## src/rtl/fetch_pkg.sv

```systemverilog
// ============================================================================
// Package  : fetch_pkg
// Purpose  : Shared types and constants for the instruction fetch unit.
// Revision : 1.0
// ============================================================================
`default_nettype none

package fetch_pkg;

  typedef struct packed {
    logic [31:0] pc;
    logic [31:0] data;
    logic        fault;
  } fetch_entry_t;

  localparam logic [31:0] NOP_INSTR = 32'h0000_0013;

endpackage

`default_nettype wire

```

## src/rtl/fetch_queue.sv

```systemverilog
// ============================================================================
// Module   : fetch_queue
// Purpose  : Synchronous FIFO of fetch entries; flush overrides push and pop.
// Revision : 1.0
// ============================================================================
`default_nettype none

module fetch_queue
  import fetch_pkg::*;
#(
  parameter int DEPTH = 4
) (
  input  logic                       clk,
  input  logic                       rst,
  input  logic                       push,
  input  logic                       pop,
  input  logic                       flush,
  input  fetch_entry_t               entry_in,
  output logic                       full,
  output logic                       empty,
  output logic [$clog2(DEPTH):0]     count,
  output fetch_entry_t               head
);

  localparam int PTR_W = $clog2(DEPTH);
  localparam int CNT_W = PTR_W + 1;

  fetch_entry_t           storage [DEPTH];
  logic [PTR_W-1:0]       rd_ptr;
  logic [PTR_W-1:0]       wr_ptr;
  logic                   do_push;
  logic                   do_pop;

  assign full    = (count == CNT_W'(DEPTH));
  assign empty   = (count == '0);
  assign do_pop  = pop & ~empty;
  // A full queue may still accept a write when the head leaves in the same cycle.
  assign do_push = push & (~full | do_pop);

  always_ff @(posedge clk or posedge rst) begin
    if (rst) begin
      rd_ptr <= '0;
      wr_ptr <= '0;
      count  <= '0;
    end else if (flush) begin
      rd_ptr <= '0;
      wr_ptr <= '0;
      count  <= '0;
    end else begin
      if (do_push) wr_ptr <= wr_ptr + 1'b1;
      if (do_pop)  rd_ptr <= rd_ptr + 1'b1;
      case ({do_push, do_pop})
        2'b10:   count <= count + 1'b1;
        2'b01:   count <= count - 1'b1;
        default: count <= count;
      endcase
    end
  end

  always_ff @(posedge clk) begin
    if (do_push && !flush) storage[wr_ptr] <= entry_in;
  end

  assign head = empty ? '0 : storage[rd_ptr];

endmodule

`default_nettype wire

```

## src/rtl/instr_fetch_unit.sv

```systemverilog
// ============================================================================
// Module   : instr_fetch_unit
// Purpose  : Fetch PC sequencing, prefetch queue, redirect and fault handling.
// Revision : 1.0
// ============================================================================
`default_nettype none

module instr_fetch_unit
  import fetch_pkg::*;
#(
  parameter int          MEM_BYTES = 1024,
  parameter int          DEPTH     = 4,
  parameter logic [31:0] RESET_PC  = 32'h0
) (
  input  logic        clk_i,
  input  logic        rst_i,
  input  logic        redirect_i,
  input  logic [31:0] redirect_pc_i,
  output logic        instr_valid_o,
  input  logic        instr_ready_i,
  output logic [31:0] instr_o,
  output logic [31:0] instr_pc_o,
  output logic        instr_fault_o,
  output logic [31:0] imem_addr_o,
  input  logic [31:0] imem_rdata_i
);

  localparam logic [31:0] LAST_WORD = 32'(MEM_BYTES - 4);

  logic [31:0]          fetch_pc;
  logic                 halted;
  logic                 misalign_pending;
  logic [31:0]          misalign_pc;

  logic                 pop;
  logic                 push;
  logic                 range_fault;
  logic                 q_full;
  logic                 q_empty;
  logic [$clog2(DEPTH):0] q_count_unused;
  fetch_entry_t         push_entry;
  fetch_entry_t         head;

  assign pop         = instr_valid_o & instr_ready_i;
  assign push        = ~halted & ~redirect_i & (~q_full | pop);
  assign range_fault = (fetch_pc > LAST_WORD);

  always_comb begin
    push_entry = '{pc: fetch_pc, data: imem_rdata_i, fault: 1'b0};
    // An unaligned redirect reports the original address, not the rounded fetch PC.
    if (misalign_pending) begin
      push_entry = '{pc: misalign_pc, data: 32'h0, fault: 1'b1};
    end else if (range_fault) begin
      push_entry = '{pc: fetch_pc, data: 32'h0, fault: 1'b1};
    end
  end

  always_ff @(posedge clk_i or posedge rst_i) begin
    if (rst_i) begin
      fetch_pc         <= RESET_PC;
      halted           <= 1'b0;
      misalign_pending <= 1'b0;
      misalign_pc      <= 32'h0;
    end else if (redirect_i) begin
      fetch_pc         <= {redirect_pc_i[31:2], 2'b00};
      halted           <= 1'b0;
      misalign_pending <= |redirect_pc_i[1:0];
      misalign_pc      <= redirect_pc_i;
    end else if (push) begin
      if (misalign_pending || range_fault) begin
        halted           <= 1'b1;
        misalign_pending <= 1'b0;
      end else begin
        fetch_pc <= fetch_pc + 32'd4;
      end
    end
  end

  fetch_queue #(
    .DEPTH (DEPTH)
  ) u_queue (
    .clk      (clk_i),
    .rst      (rst_i),
    .push     (push),
    .pop      (pop),
    .flush    (redirect_i),
    .entry_in (push_entry),
    .full     (q_full),
    .empty    (q_empty),
    .count    (q_count_unused),
    .head     (head)
  );

  assign instr_valid_o = ~q_empty;
  assign instr_o       = head.data;
  assign instr_pc_o    = head.pc;
  assign instr_fault_o = head.fault;
  assign imem_addr_o   = fetch_pc;

endmodule

`default_nettype wire

```

## config.mk

```make
export PLATFORM = sky130hd
export DESIGN_NAME = instr_fetch_unit
export DESIGN_NICKNAME = d
export VERILOG_FILES = /design/src/rtl/fetch_pkg.sv /design/src/rtl/fetch_queue.sv /design/src/rtl/instr_fetch_unit.sv
export SDC_FILE = /design/constraint.sdc
export NUM_CORES = 1
export LEC_CHECK = 0
export CAP_MARGIN = 20
export CELL_PAD_IN_SITES_DETAIL_PLACEMENT = 1
export CELL_PAD_IN_SITES_GLOBAL_PLACEMENT = 1
export CORE_MARGIN = 2
export CORE_UTILIZATION = 54
export CTS_CLUSTER_SIZE = 20
export DETAILED_ROUTE_END_ITERATION = 10
export DONT_BUFFER_PORTS = 1
export PLACE_DENSITY_LB_ADDON = 0.1
export SYNTH_ARGS = -nofsm -noshare
export SYNTH_HDL_FRONTEND = slang
export SYNTH_SLANG_ARGS = --single-unit
```

## constraint.sdc

```tcl
create_clock -name clk_i -period 4.3 [get_ports clk_i]
set_input_delay 0.43 -clock clk_i [delete_from_list [all_inputs] [get_ports clk_i]]
set_output_delay 0.43 -clock clk_i [all_outputs]
set_load 0.005 [all_outputs]
```

==> parameters.txt <==
Parameter                              Value

Final layout
  Inserted Diodes ... 0
  Post-layout nets ... between 800 and 900
  Fill count ... 2,159
  Area occupied by multi-input gates ... ~3500 um^2
  Sequential cell area in the final layout ... around 9600 um^2
  P&R area growth vs syn ... 10.9%
  Fraction of final layout cells with drive strength greater than 1 ... a little over a fifth

Detailed routing
  Detailed-route wire length per cell ... roughly 24 um
  Per-cell via count in the routed design ... 5.79
  Pre-antenna DRT Iters ... 5
  Remaining number of nets flagged by the antenna check after routing ... 0
  First DRT Iteration DRCs ... about 440
  Number of remaining DRC errors ... 0
  Routed via count ... approximately 6.6k
  Detailed Route WL ... approximately 28,000 um

GRT
  GR met1 Demand/Resource ... 28.9%
  Total routing usage reported by global routing ... between 20% and 30%
  Global-route met2 utilization ... 37.2%
  Met3 Usage GRT ... 5.70%
  Initial antenna violation count ... 0
  GR Overflow Total ... 0
  Maximum number of pins on one net before global-route repair ... ~90
  Via count of the first global-routing pass ... 7,434
  Wire length of the first global-routing pass ... 43,600 um
  Top Usage Layer GRT ... met2

Worst setup path
  Element type at the critical path end ... output pin
  WP data required ... between 3000 and 4000 ps
  Critical path arrival ... 2540 ps
  Critical Path Source Type ... flip-flop
  Worst setup path category ... flip-flop to output pin
  Maximum net fanout on the critical path ... 31

Floorplan
  Standard-cell rows ... 57
  CORE AREA ... ~24,000 um^2
  Full die area ... between 20,000 and 30,000 um^2
  DIE HEIGHT ... between 150 and 200 um
  Starting Density ... a little under three fifths
  Count of boundary I/O pins ... approximately 170
  Die W ... 162 um

Synthesis
  Cells taking the most area after synthesis ... edfxtp_1 58%, dfrtp_1 13%, mux4_2 11%
  Number of distinct library cells after synthesis ... 39
  Number of instances in the synthesized netlist ... 785
  Main flop type after synthesis ... edfxtp_1
  Post-synthesis instance area ... around 13,000 um^2
  Proportion of synthesized chip area in sequential cells ... between 70% and 80%
  Async set-or-reset flop fraction in the synthesized netlist ... a little over a fifth
  Library cell occupying the most area in the post-synthesis netlist ... edfxtp_1
  Top cells by instance count after synthesis ... 260 x edfxtp_1, 104 x and2_1, 71 x dfrtp_1, 65 x mux4_2, 59 x o21ai_0
  Flip-flop and latch count after synthesis ... between 300 and 400
  Count of yosys warnings during synthesis ... 0
  Proportion of netlist area held by the largest area contributor ... a little under 60%
  Count of flip-flops with a built-in enable after synthesis ... between 200 and 300
  Most common cell in the netlist ... edfxtp_1
  Synth Area per Inst ... around 17 um^2

Timing
  Max-slew violation count ... 0
  Max Clk Rate ... roughly 340 MHz
  Slew Limit Headroom ... between 30% and 40%
  Final setup violating endpoints ... 0
  Final clock period utilization by the worst path ... just under 70%
  TNS Setup ... 0 ps
  Worst clock skew ... 13.2 ps
  Setup repair after global routing missed its margin ... no
  Period minus WS final ... approximately 3000 ps
  Transition time at the pin with the least slew margin ... slightly above 1000 ps
  Hold Fails Final Rpt ... 0

Run status
  Status ... finished clean

Hold path
  Min-delay worst type ... input port to flip-flop

Clocking
  Clock latency on the worst-skew pair ... about 500 ps
  Setup Fix Bufs, Post-CTS ... 0
  Library cell used as clock root buffer ... clkbuf_16
  CTS tree ... done
  Max H-tree Level ... 2
  Clock buffer count from CTS ... 35
  Clock slew at the register clock pins of the worst setup and hold paths ... roughly 60 ps
  Clock sink total ... about 330
  Number of buffers on the longest clock path ... 3

Power and ir drop
  Overall power ... 8.78 mW
  Leakage power figure ... 5.26 nW
  Total power divided by cell area ... between 500 and 600 nW/um^2
  VDD IR max ... ~0.35 mV

Run
  Max-cap violations ... 0

Placed design
  Dpl hpwl ... 16,400 um
  Placer's final routability congestion estimate ... approximately 0.77
  PortBufs ... 0
## worst paths after layout
kind	start	end	slack, ps	cells after the start
worst max register to register	u_queue.count[2]$_DFFE_PP0P_	u_queue.storage[0][11]$_DFFE_PP_	1660	3
worst min-delay path	redirect_i	imem_addr_o[9]$_DFFE_PP0P_	30	1
min in group asynchronous	rst_i	misalign_pc[9]$_DFFE_PP0P_	490	2
worst max-delay path	u_queue.rd_ptr[0]$_DFFE_PP0P_	instr_o[19]	1330	3
worst min register to register	misalign_pc[31]$_DFFE_PP0P_	misalign_pc[31]$_DFFE_PP0P_	510	1
max in group asynchronous	rst_i	u_queue.rd_ptr[1]$_DFFE_PP0P_	2770	3
## area by class of cell
cell class	instances	area share, %
clock buffers	48	6.84
clock inverters	15	0.799
inverters	44	1.11
multi-input cells	368	23.5
flip-flops and latches	331	64.5
well taps	324	2.73
repair buffers	8	0.522
## per-layer routing
layer | vias up | wire length, um
met2 | 195 | 14200
met3 | 38 | 2000
li1 | 2927 | -
met4 | 0 | 475
met5 | - | 0
met1 | 3428 | 11000
## cell usage in the layout, fill, tap and decap left out, types with 7 or more instances in the layout
cell         n
nor4_2       7
clkinv_2     8
nand2_1     40
mux4_2      65
dfrtp_1     68
inv_1       43
mux2_2      28
and2_1     100
clkbuf_16   37
edfxtp_1   260
xor2_1       7
o21ai_0     59
nor2_1       9
## critical path, cell delays in order (launching register included)
cell,delay (ps)
dfrtp_4,850
buf_4,440
mux4_2,570
and2_1,190
## what timing repair did
action                     4_1_cts  5_1_grt
gates resized for setup          0        0
setup endpoints to repair        0        0
hold endpoints to repair        36        0
hold buffers                     2        0
## report_power, final
group          switching [mW]  internal [mW]  total (mW)
Clock                    1.15           1.77        2.92
Combinational           0.926          0.799        1.72
Sequential              0.273           3.86        4.13
## registers in the layout, indices dropped and copies added, names as in the netlist
| signal | flops |
|---|---|
| u_queue.storage | 260 |
| misalign_pc | 32 |
| imem_addr_o | 30 |
| u_queue.count | 3 |
| u_queue.rd_ptr | 2 |
| u_queue.wr_ptr | 2 |
| halted | 1 |
| misalign_pending | 1 |
## stage by stage
step                hold WS, ps  setup slack, ps  util (%)  area [um^2]  std cells
floorplan                   473             1150         -        13400        786
global placement            434             1770      56.3        13700       1072
detailed placement          457             1630      56.3        13700       1072
CTS                        8.93             1250      61.1        14800       1137
global route               15.2             1130      61.1        14900       1138
finish                     34.3             1330      61.1        14900       1138
## kinds of logic after synthesis
logic type	count (synthesis)	share of synthesized area, %
XOR/XNOR	10	0.653
AND/OR/NAND/NOR	182	8.25
buffers and inverters	87	2.61
flip-flops	331	71.5
other	1	0.0280
multiplexers	95	13.4
AO/OA/AOI/OAI	73	2.97
adder cells (fa/ha/maj)	6	0.616
Power figures use the tool's default switching activity.
